**src/rtl/frequency_lut.sv**
```systemverilog
// Tuner pitch classifier: frequency -> nearest note/octave, deviation in pixels, sprite colour select.
// Latency 1 cycle to the result registers; no handshake, frequency is sampled every cycle.
module frequency_lut (
    input  logic        clock,
    input  logic        reset,
    input  logic [2:0]  oct0,
    input  logic [2:0]  oct1,
    input  logic [2:0]  oct2,
    input  logic [2:0]  oct3,
    input  logic [2:0]  oct4,
    input  logic [2:0]  oct5,
    input  logic [2:0]  oct6,
    input  logic [2:0]  oct7,
    input  logic [2:0]  oct8,
    input  logic [2:0]  C,
    input  logic [2:0]  CHDb,
    input  logic [2:0]  D,
    input  logic [2:0]  DHEb,
    input  logic [2:0]  E,
    input  logic [2:0]  F,
    input  logic [2:0]  FHGb,
    input  logic [2:0]  G,
    input  logic [2:0]  GHAb,
    input  logic [2:0]  A,
    input  logic [2:0]  AHBb,
    input  logic [2:0]  B,
    input  logic [15:0] frequency,
    output logic [2:0]  octaveColour,
    output logic [2:0]  noteColour,
    output logic [11:0] freqOffset,
    output logic        positive
);

    localparam logic [23:0] NOMINAL [0:11] = '{
        24'd4186, 24'd4435, 24'd4699, 24'd4978, 24'd5274, 24'd5588,
        24'd5920, 24'd6272, 24'd6645, 24'd7040, 24'd7459, 24'd7902
    };
    localparam logic [23:0] BOUNDARY [0:10] = '{
        24'd4310, 24'd4567, 24'd4838, 24'd5126, 24'd5431, 24'd5754,
        24'd6096, 24'd6458, 24'd6842, 24'd7249, 24'd7680
    };

    logic [3:0]  w_k;
    logic        w_found;
    logic [23:0] w_fnorm;
    logic        w_valid;
    logic [3:0]  w_index;
    logic [23:0] w_nominal;
    logic        w_positive;
    logic [23:0] w_absd;
    logic [23:0] w_prod;
    logic [23:0] w_quot;
    logic [7:0]  w_offset;

    logic        r_valid;
    logic [3:0]  r_octave;
    logic [3:0]  r_note;
    logic [7:0]  r_offset;
    logic        r_positive;

    // Descending scan so the smallest qualifying shift is the one kept.
    always_comb begin
        w_k     = 4'd0;
        w_found = 1'b0;
        for (int k = 8; k >= 0; k--) begin
            if (({8'd0, frequency} << k) >= 24'd4068) begin
                w_k     = 4'(k);
                w_found = 1'b1;
            end
        end
    end

    assign w_fnorm = {8'd0, frequency} << w_k;
    assign w_valid = w_found && (w_fnorm < 24'd8136);

    always_comb begin
        w_index = 4'd0;
        for (int i = 0; i < 11; i++) begin
            if (w_fnorm >= BOUNDARY[i]) begin
                w_index = w_index + 4'd1;
            end
        end
    end

    assign w_nominal  = NOMINAL[w_index];
    assign w_positive = (w_fnorm >= w_nominal);
    assign w_absd     = w_positive ? (w_fnorm - w_nominal) : (w_nominal - w_fnorm);
    assign w_prod     = w_absd * 24'd5354;

    // Divide by a per-note constant rather than a generic divider.
    always_comb begin
        case (w_index)
            4'd0:    w_quot = w_prod / 24'd4186;
            4'd1:    w_quot = w_prod / 24'd4435;
            4'd2:    w_quot = w_prod / 24'd4699;
            4'd3:    w_quot = w_prod / 24'd4978;
            4'd4:    w_quot = w_prod / 24'd5274;
            4'd5:    w_quot = w_prod / 24'd5588;
            4'd6:    w_quot = w_prod / 24'd5920;
            4'd7:    w_quot = w_prod / 24'd6272;
            4'd8:    w_quot = w_prod / 24'd6645;
            4'd9:    w_quot = w_prod / 24'd7040;
            4'd10:   w_quot = w_prod / 24'd7459;
            default: w_quot = w_prod / 24'd7902;
        endcase
    end

    assign w_offset = (w_quot > 24'd159) ? 8'd159 : w_quot[7:0];

    always_ff @(posedge clock or posedge reset) begin
        if (reset) begin
            r_valid    <= 1'b0;
            r_octave   <= 4'd0;
            r_note     <= 4'd0;
            r_offset   <= 8'd0;
            r_positive <= 1'b0;
        end else if (w_valid) begin
            r_valid    <= 1'b1;
            r_octave   <= 4'd8 - w_k;
            r_note     <= w_index;
            r_offset   <= w_offset;
            r_positive <= w_positive;
        end else begin
            r_valid    <= 1'b0;
            r_octave   <= 4'd0;
            r_note     <= 4'd0;
            r_offset   <= 8'd0;
            r_positive <= 1'b0;
        end
    end

    always_comb begin
        octaveColour = 3'b000;
        if (r_valid) begin
            case (r_octave)
                4'd0:    octaveColour = oct0;
                4'd1:    octaveColour = oct1;
                4'd2:    octaveColour = oct2;
                4'd3:    octaveColour = oct3;
                4'd4:    octaveColour = oct4;
                4'd5:    octaveColour = oct5;
                4'd6:    octaveColour = oct6;
                4'd7:    octaveColour = oct7;
                4'd8:    octaveColour = oct8;
                default: octaveColour = 3'b000;
            endcase
        end
    end

    always_comb begin
        noteColour = 3'b000;
        if (r_valid) begin
            case (r_note)
                4'd0:    noteColour = C;
                4'd1:    noteColour = CHDb;
                4'd2:    noteColour = D;
                4'd3:    noteColour = DHEb;
                4'd4:    noteColour = E;
                4'd5:    noteColour = F;
                4'd6:    noteColour = FHGb;
                4'd7:    noteColour = G;
                4'd8:    noteColour = GHAb;
                4'd9:    noteColour = A;
                4'd10:   noteColour = AHBb;
                4'd11:   noteColour = B;
                default: noteColour = 3'b000;
            endcase
        end
    end

    assign freqOffset = r_valid ? {4'd0, r_offset} : 12'd0;
    assign positive   = r_valid & r_positive;

endmodule

```
**config.mk**
```make
export PLATFORM = sky130hd
export DESIGN_NAME = frequency_lut
export DESIGN_NICKNAME = d
export VERILOG_FILES = /design/src/rtl/frequency_lut.sv
export SDC_FILE = /design/constraint.sdc
export NUM_CORES = 1
export LEC_CHECK = 0
export BUFFER_PORTS_ARGS = -buffer_cell sky130_fd_sc_hd__buf_2
export CAP_MARGIN = 30
export CORE_MARGIN = 1
export CORE_UTILIZATION = 54
export DETAILED_ROUTE_END_ITERATION = 8
export PLACE_DENSITY = 0.72
export SLEW_MARGIN = 20
export SYNTH_ARGS = -nofsm -noshare
export SYNTH_HDL_FRONTEND = slang
export SYNTH_SLANG_ARGS = --single-unit
export TNS_END_PERCENT = 20
```
**constraint.sdc**
```tcl
create_clock -name clock -period 3.73 [get_ports clock]
set_input_delay 0 -clock clock [delete_from_list [all_inputs] [get_ports clock]]
set_output_delay 0 -clock clock [all_outputs]
set_load 0.02 [all_outputs]
```
==> results of run 1 <==
## stage by stage
stage,instances,worst slack [ns],utilization [%]
2_1_floorplan,2715,-38.17,-
3_3_place_gp,4295,-37.59,82.0
3_5_place_dp,4295,-39.20,82.0
4_1_cts,4446,-37.04,87.4
## kinds of logic after synthesis
family          synth area share [%]
flops                           2.32
other cells                   0.0193
mux                             4.51
buf+inv                         6.16
simple gates                    23.7
fa+ha+maj                       25.0
xor+xnor                        8.24
compound gates                  30.1
## repair_timing
| item | 4_1_cts |
|---|---|
| setup endpoints to repair | 13 |
| resized for setup | 166 |
| endpoints found under the hold margin | 18 |
| pin swaps | 133 |
| buffers inserted | 142 |
| cloned | 4 |
| hold buffers | 1 |
## metal layers
metal / GRT usage, % / overflow
met1: 77.9 / 5
met2: 94.7 / 74
met3: 58.9 / 2
met4: 74.3 / 43
met5: 36.5 / 1
==> metrics.csv, run 1 <==
stage;metric;value;unit
outcome;outcome;aborted with a tool error;
outcome;stop_stage;global routing (5_1_grt);
outcome;tool.error;[ERROR GRT-0232] Routing congestion too high. Check the congestion heatmap in the GUI.;
floorplan;start_util;54.6;%
floorplan;die-height;191;µm
place;place_area;0.0291;mm²
synthesis;synth_common_cells;ha_1, nand2_1, nor2_1, a21oi_1, inv_1;
timing;worst-ep-kind;register input;
synthesis;synth_top_area_share;17.5;%
timing;worst_endpoint;r_offset[0]$_DFF_PP0_/D;
synthesis;yosysWarnings;0;
synthesis;synth_area_per_cell;7.15;µm²
grt;grt_max_degree;22;
synthesis;async_reset_ff_share;100;%
synthesis;synth-edff-count;0;
synthesis;synth_seq_cells;18;
clock_tree;cts_buffers;3;
synthesis;synth_top_area_cell;ha_1;
place;dp_hpwl;67700;µm
grt;grt_usage;76.9;%
floorplan;ios;100;
grt;grt_overflow;125;
synthesis;synth_cells;2712;
synthesis;yosysMostFrequentCell;ha_1;
clock_tree;root_buffer;clkbuf_16;
synthesis;synthDistinctLibCells;123;
synthesis;ys.flop_type;dfrtp_1;
synthesis;ys_top_cells_by_area;ha_1, fa_1, a21oi_1;
synthesis;ys_seq_area_share;2.32;%
clock_tree;clock_path_buffers;2;
floorplan;rows;69;
clock_tree;htreeDepth;1;
place;port_buffers;95;
place;place_congestion;1.04;
clock_tree;cts_sinks;18;
synthesis;synth.cell_area;0.0194;mm²
floorplan;die_w;191;µm
==> run 2: changes to the inputs <==
--- a/config.mk
+++ b/config.mk
@@ -8,9 +8,9 @@
 export BUFFER_PORTS_ARGS = -buffer_cell sky130_fd_sc_hd__buf_2
 export CAP_MARGIN = 30
 export CORE_MARGIN = 1
-export CORE_UTILIZATION = 54
+export CORE_UTILIZATION = 39
 export DETAILED_ROUTE_END_ITERATION = 8
-export PLACE_DENSITY = 0.72
+export PLACE_DENSITY_LB_ADDON = 0.15
 export SLEW_MARGIN = 20
 export SYNTH_ARGS = -nofsm -noshare
 export SYNTH_HDL_FRONTEND = slang
==> metrics.csv, run 2 <==
stage;metric;value;unit;change
outcome;outcome;finished with violations;;
outcome;violations;negative setup slack;;
worst_setup_path;critPathMostFrequentCell;o21a_1;;
timing;finalSetupViolations;15;;
cells_and_area;layout_common_cells;buf_4, ha_1, nand2_1, nor2_1, inv_1;;
synthesis;yosysWarnings;0;;unchanged
grt;grt_pass1_wl;131000;µm;
clock_tree;cts_sinks;18;;unchanged
floorplan;rows;81;;+17%
grt;grt_max_degree;20;;
worst_setup_path;end_kind;flip-flop;;
floorplan;die-height;225;µm;+17%
floorplan;core_area;0.0490;mm²;
timing;drv_slew;0;;
synthesis;synth_cells;2712;;unchanged
place;place_congestion;0.980;;-5.5%
grt;use_met2;54.1;%;
grt;grt_antenna_before_repair;0;;
cells_and_area;final_area;0.0327;mm²;
clock_tree;cts_buffers;3;;unchanged
worst_setup_path;crit_arrival;40.93;ns;
floorplan;die_w;225;µm;+17%
route;drt_iter0_markers;1824;;
grt;top_usage_layer;met2;;
cells_and_area;fillers;4189;;
place;dp_hpwl;69100;µm;+2.0%
synthesis;synth_area_per_cell;7.15;µm²;unchanged
synthesis;synth.cell_area;0.0194;mm²;unchanged
floorplan;ios;100;;unchanged
worst_hold_path;min_path_type;primary input to async pin;;
synthesis;ys_top_cells_by_area;ha_1, fa_1, a21oi_1;;
grt;grt_overflow;0;;
synthesis;ys.flop_type;dfrtp_1;;
worst_setup_path;crit_slowest_cell;or4_4;;
cells_and_area;drive_gt1_share;46.1;%;
worst_setup_path;start_kind;primary input;;
clock_tree;cts_tree;done;;
timing;fin_ws;-37.06;ns;
timing;rsz0062_at_grt;yes;;
cells_and_area;layout_commonest_cell;buf_4;;
job;max_cap_viol_count;0;;
worst_setup_path;max_stage_delay;0.64;ns;
synthesis;synthDistinctLibCells;123;;unchanged
synthesis;synth-edff-count;0;;unchanged
timing;relSlewSlack;48.6;%;
worst_setup_path;cp.required;3.87;ns;
grt;met3_usage;3.49;%;
timing;hold_viol_final;0;;
synthesis;ys_seq_area_share;2.32;%;unchanged
place;place_area;0.0297;mm²;+2.0%
cells_and_area;layoutNonFillerInstCount;4721;;
route;drc;0;;
grt;grt_pass1_vias;25600;;
grt;met1_usage;43.6;%;
route;routed_wl;84400;µm;
cells_and_area;regMostFlops;r_offset;;
worst_setup_path;path_max_fanout;8;;
place;port_buffers;95;;unchanged
synthesis;synth_common_cells;ha_1, nand2_1, nor2_1, a21oi_1, inv_1;;
grt;grt_usage;32.1;%;
floorplan;start_util;39.6;%;-15 points
timing;period_minus_slack;40.79;ns;
route;wl_per_cell;17.9;µm;
cells_and_area;reg_top3;r_offset (8), r_note (4), r_octave (4);;
route;vias;25800;;
clock_tree;root_buffer;clkbuf_16;;
timing;worstMarginPinSlew;0.770;ns;
synthesis;async_reset_ff_share;100;%;unchanged
clock_tree;htreeDepth;1;;unchanged
floorplan;die_area;0.0506;mm²;
cells_and_area;largest_reg_flops;8;;
timing;finalCritPeriodShare;1090;%;
cells_and_area;area.growth.synth_to_final;68.8;%;
place;dpl.cell_count;4540;;+5.7%
worst_setup_path;critical_path_class;primary input to flip-flop;;
timing;timing.fmax;24.5;MHz;
route;viasPerCell;5.46;;
route;postRouteAntennaNets;0;;
timing;holdWs;0.432;ns;
synthesis;synth_top_area_share;17.5;%;unchanged
clock_tree;cts.clk_slew.worst_paths;0.06;ns;
route;firstDrtPassIters;6;;
cells_and_area;nets;4481;;
synthesis;synth_seq_cells;18;;unchanged
synthesis;synth_top_area_cell;ha_1;;
clock_tree;clock_path_buffers;2;;unchanged
synthesis;yosysMostFrequentCell;ha_1;;
==> run 2: cell counts after synthesis <==
No cell type changed its count.
==> run 2: path summary, 6_finish.rpt <==
kind | startpoint | endpoint | slack [ns] | cells after the start
setup / recovery | frequency[13] | r_offset[0] | -37.06 | 247
hold / removal | reset | r_offset[0] | 0.43 | 3
max in group asynchronous | reset | r_note[1] | 2.81 | 3
min in group clock | frequency[14] | r_octave[0] | 0.47 | 6
==> run 2: area by class of cell <==
class	instances	area, µm²	share of cell area [%]
timing repair buffer	1420	10600	32.5
clock buffer	4	88.8	0.272
antenna	1	2.50	0.00765
multi-input combinational	2403	19900	60.9
inverter	211	807	2.47
sequential	18	450	1.38
tap	664	831	2.54
==> run 2: metal layers <==
| layer | part of all wire, % | routed length (µm) | vias up |
|---|---|---|---|
| met5 | 0 | 0 | - |
| met4 | 2.5 | 2090 | 0 |
| met3 | 5.0 | 4260 | 141 |
| met2 | 47 | 39500 | 735 |
| met1 | 46 | 38500 | 12300 |
| li1 | - | - | 12600 |
==> run 2: worst max-delay path: cells and delay by family <==
family	cells	cell delay, ns
AND/OR/NAND/NOR	68	10.14
multiplexers	7	1.59
AO/OA/AOI/OAI	110	17.15
adder cells (fa/ha/maj)	27	7.94
XOR/XNOR	7	0.86
buffers and inverters	28	3.15
==> run 2: cell families (layout without fill, tap and decap cells) <==
kind of cell / count (synthesis) / in the layout / synth area share, %
other cells: 1 / 5 / 0.0193
flops: 18 / 18 / 2.32
simple gates: 917 / 918 / 23.7
xor+xnor: 176 / 176 / 8.24
buf+inv: 295 / 1635 / 6.16
mux: 78 / 78 / 4.51
fa+ha+maj: 344 / 344 / 25.0
compound gates: 883 / 883 / 30.1
==> run 2: timing repair <==
item	in CTS	in global routing
resized for setup	197	156
gates cloned	2	1
setup buffers	105	67
endpoints found under the setup margin	13	17
pin swaps	172	168
hold buffers	1	0
hold endpoints to repair	18	0
==> run 2: per-stage QoR <==
stage / setup slack, ns / TNS (ns) / utilization (%)
after floorplan: -38.17 / -250.18 / -
after CTS: -36.43 / -240.52 / 64.3
after detailed placement: -38.66 / -258.25 / 60.6
after global placement: -37.79 / -251.94 / 60.6
final: -37.06 / -245.09 / 66.8
after global routing: -39.30 / -261.97 / 66.8
Power of run 2 is left out: the tool's default activity adds up to more than one toggle a clock period on the data nets, which glitch-free logic cannot reach.
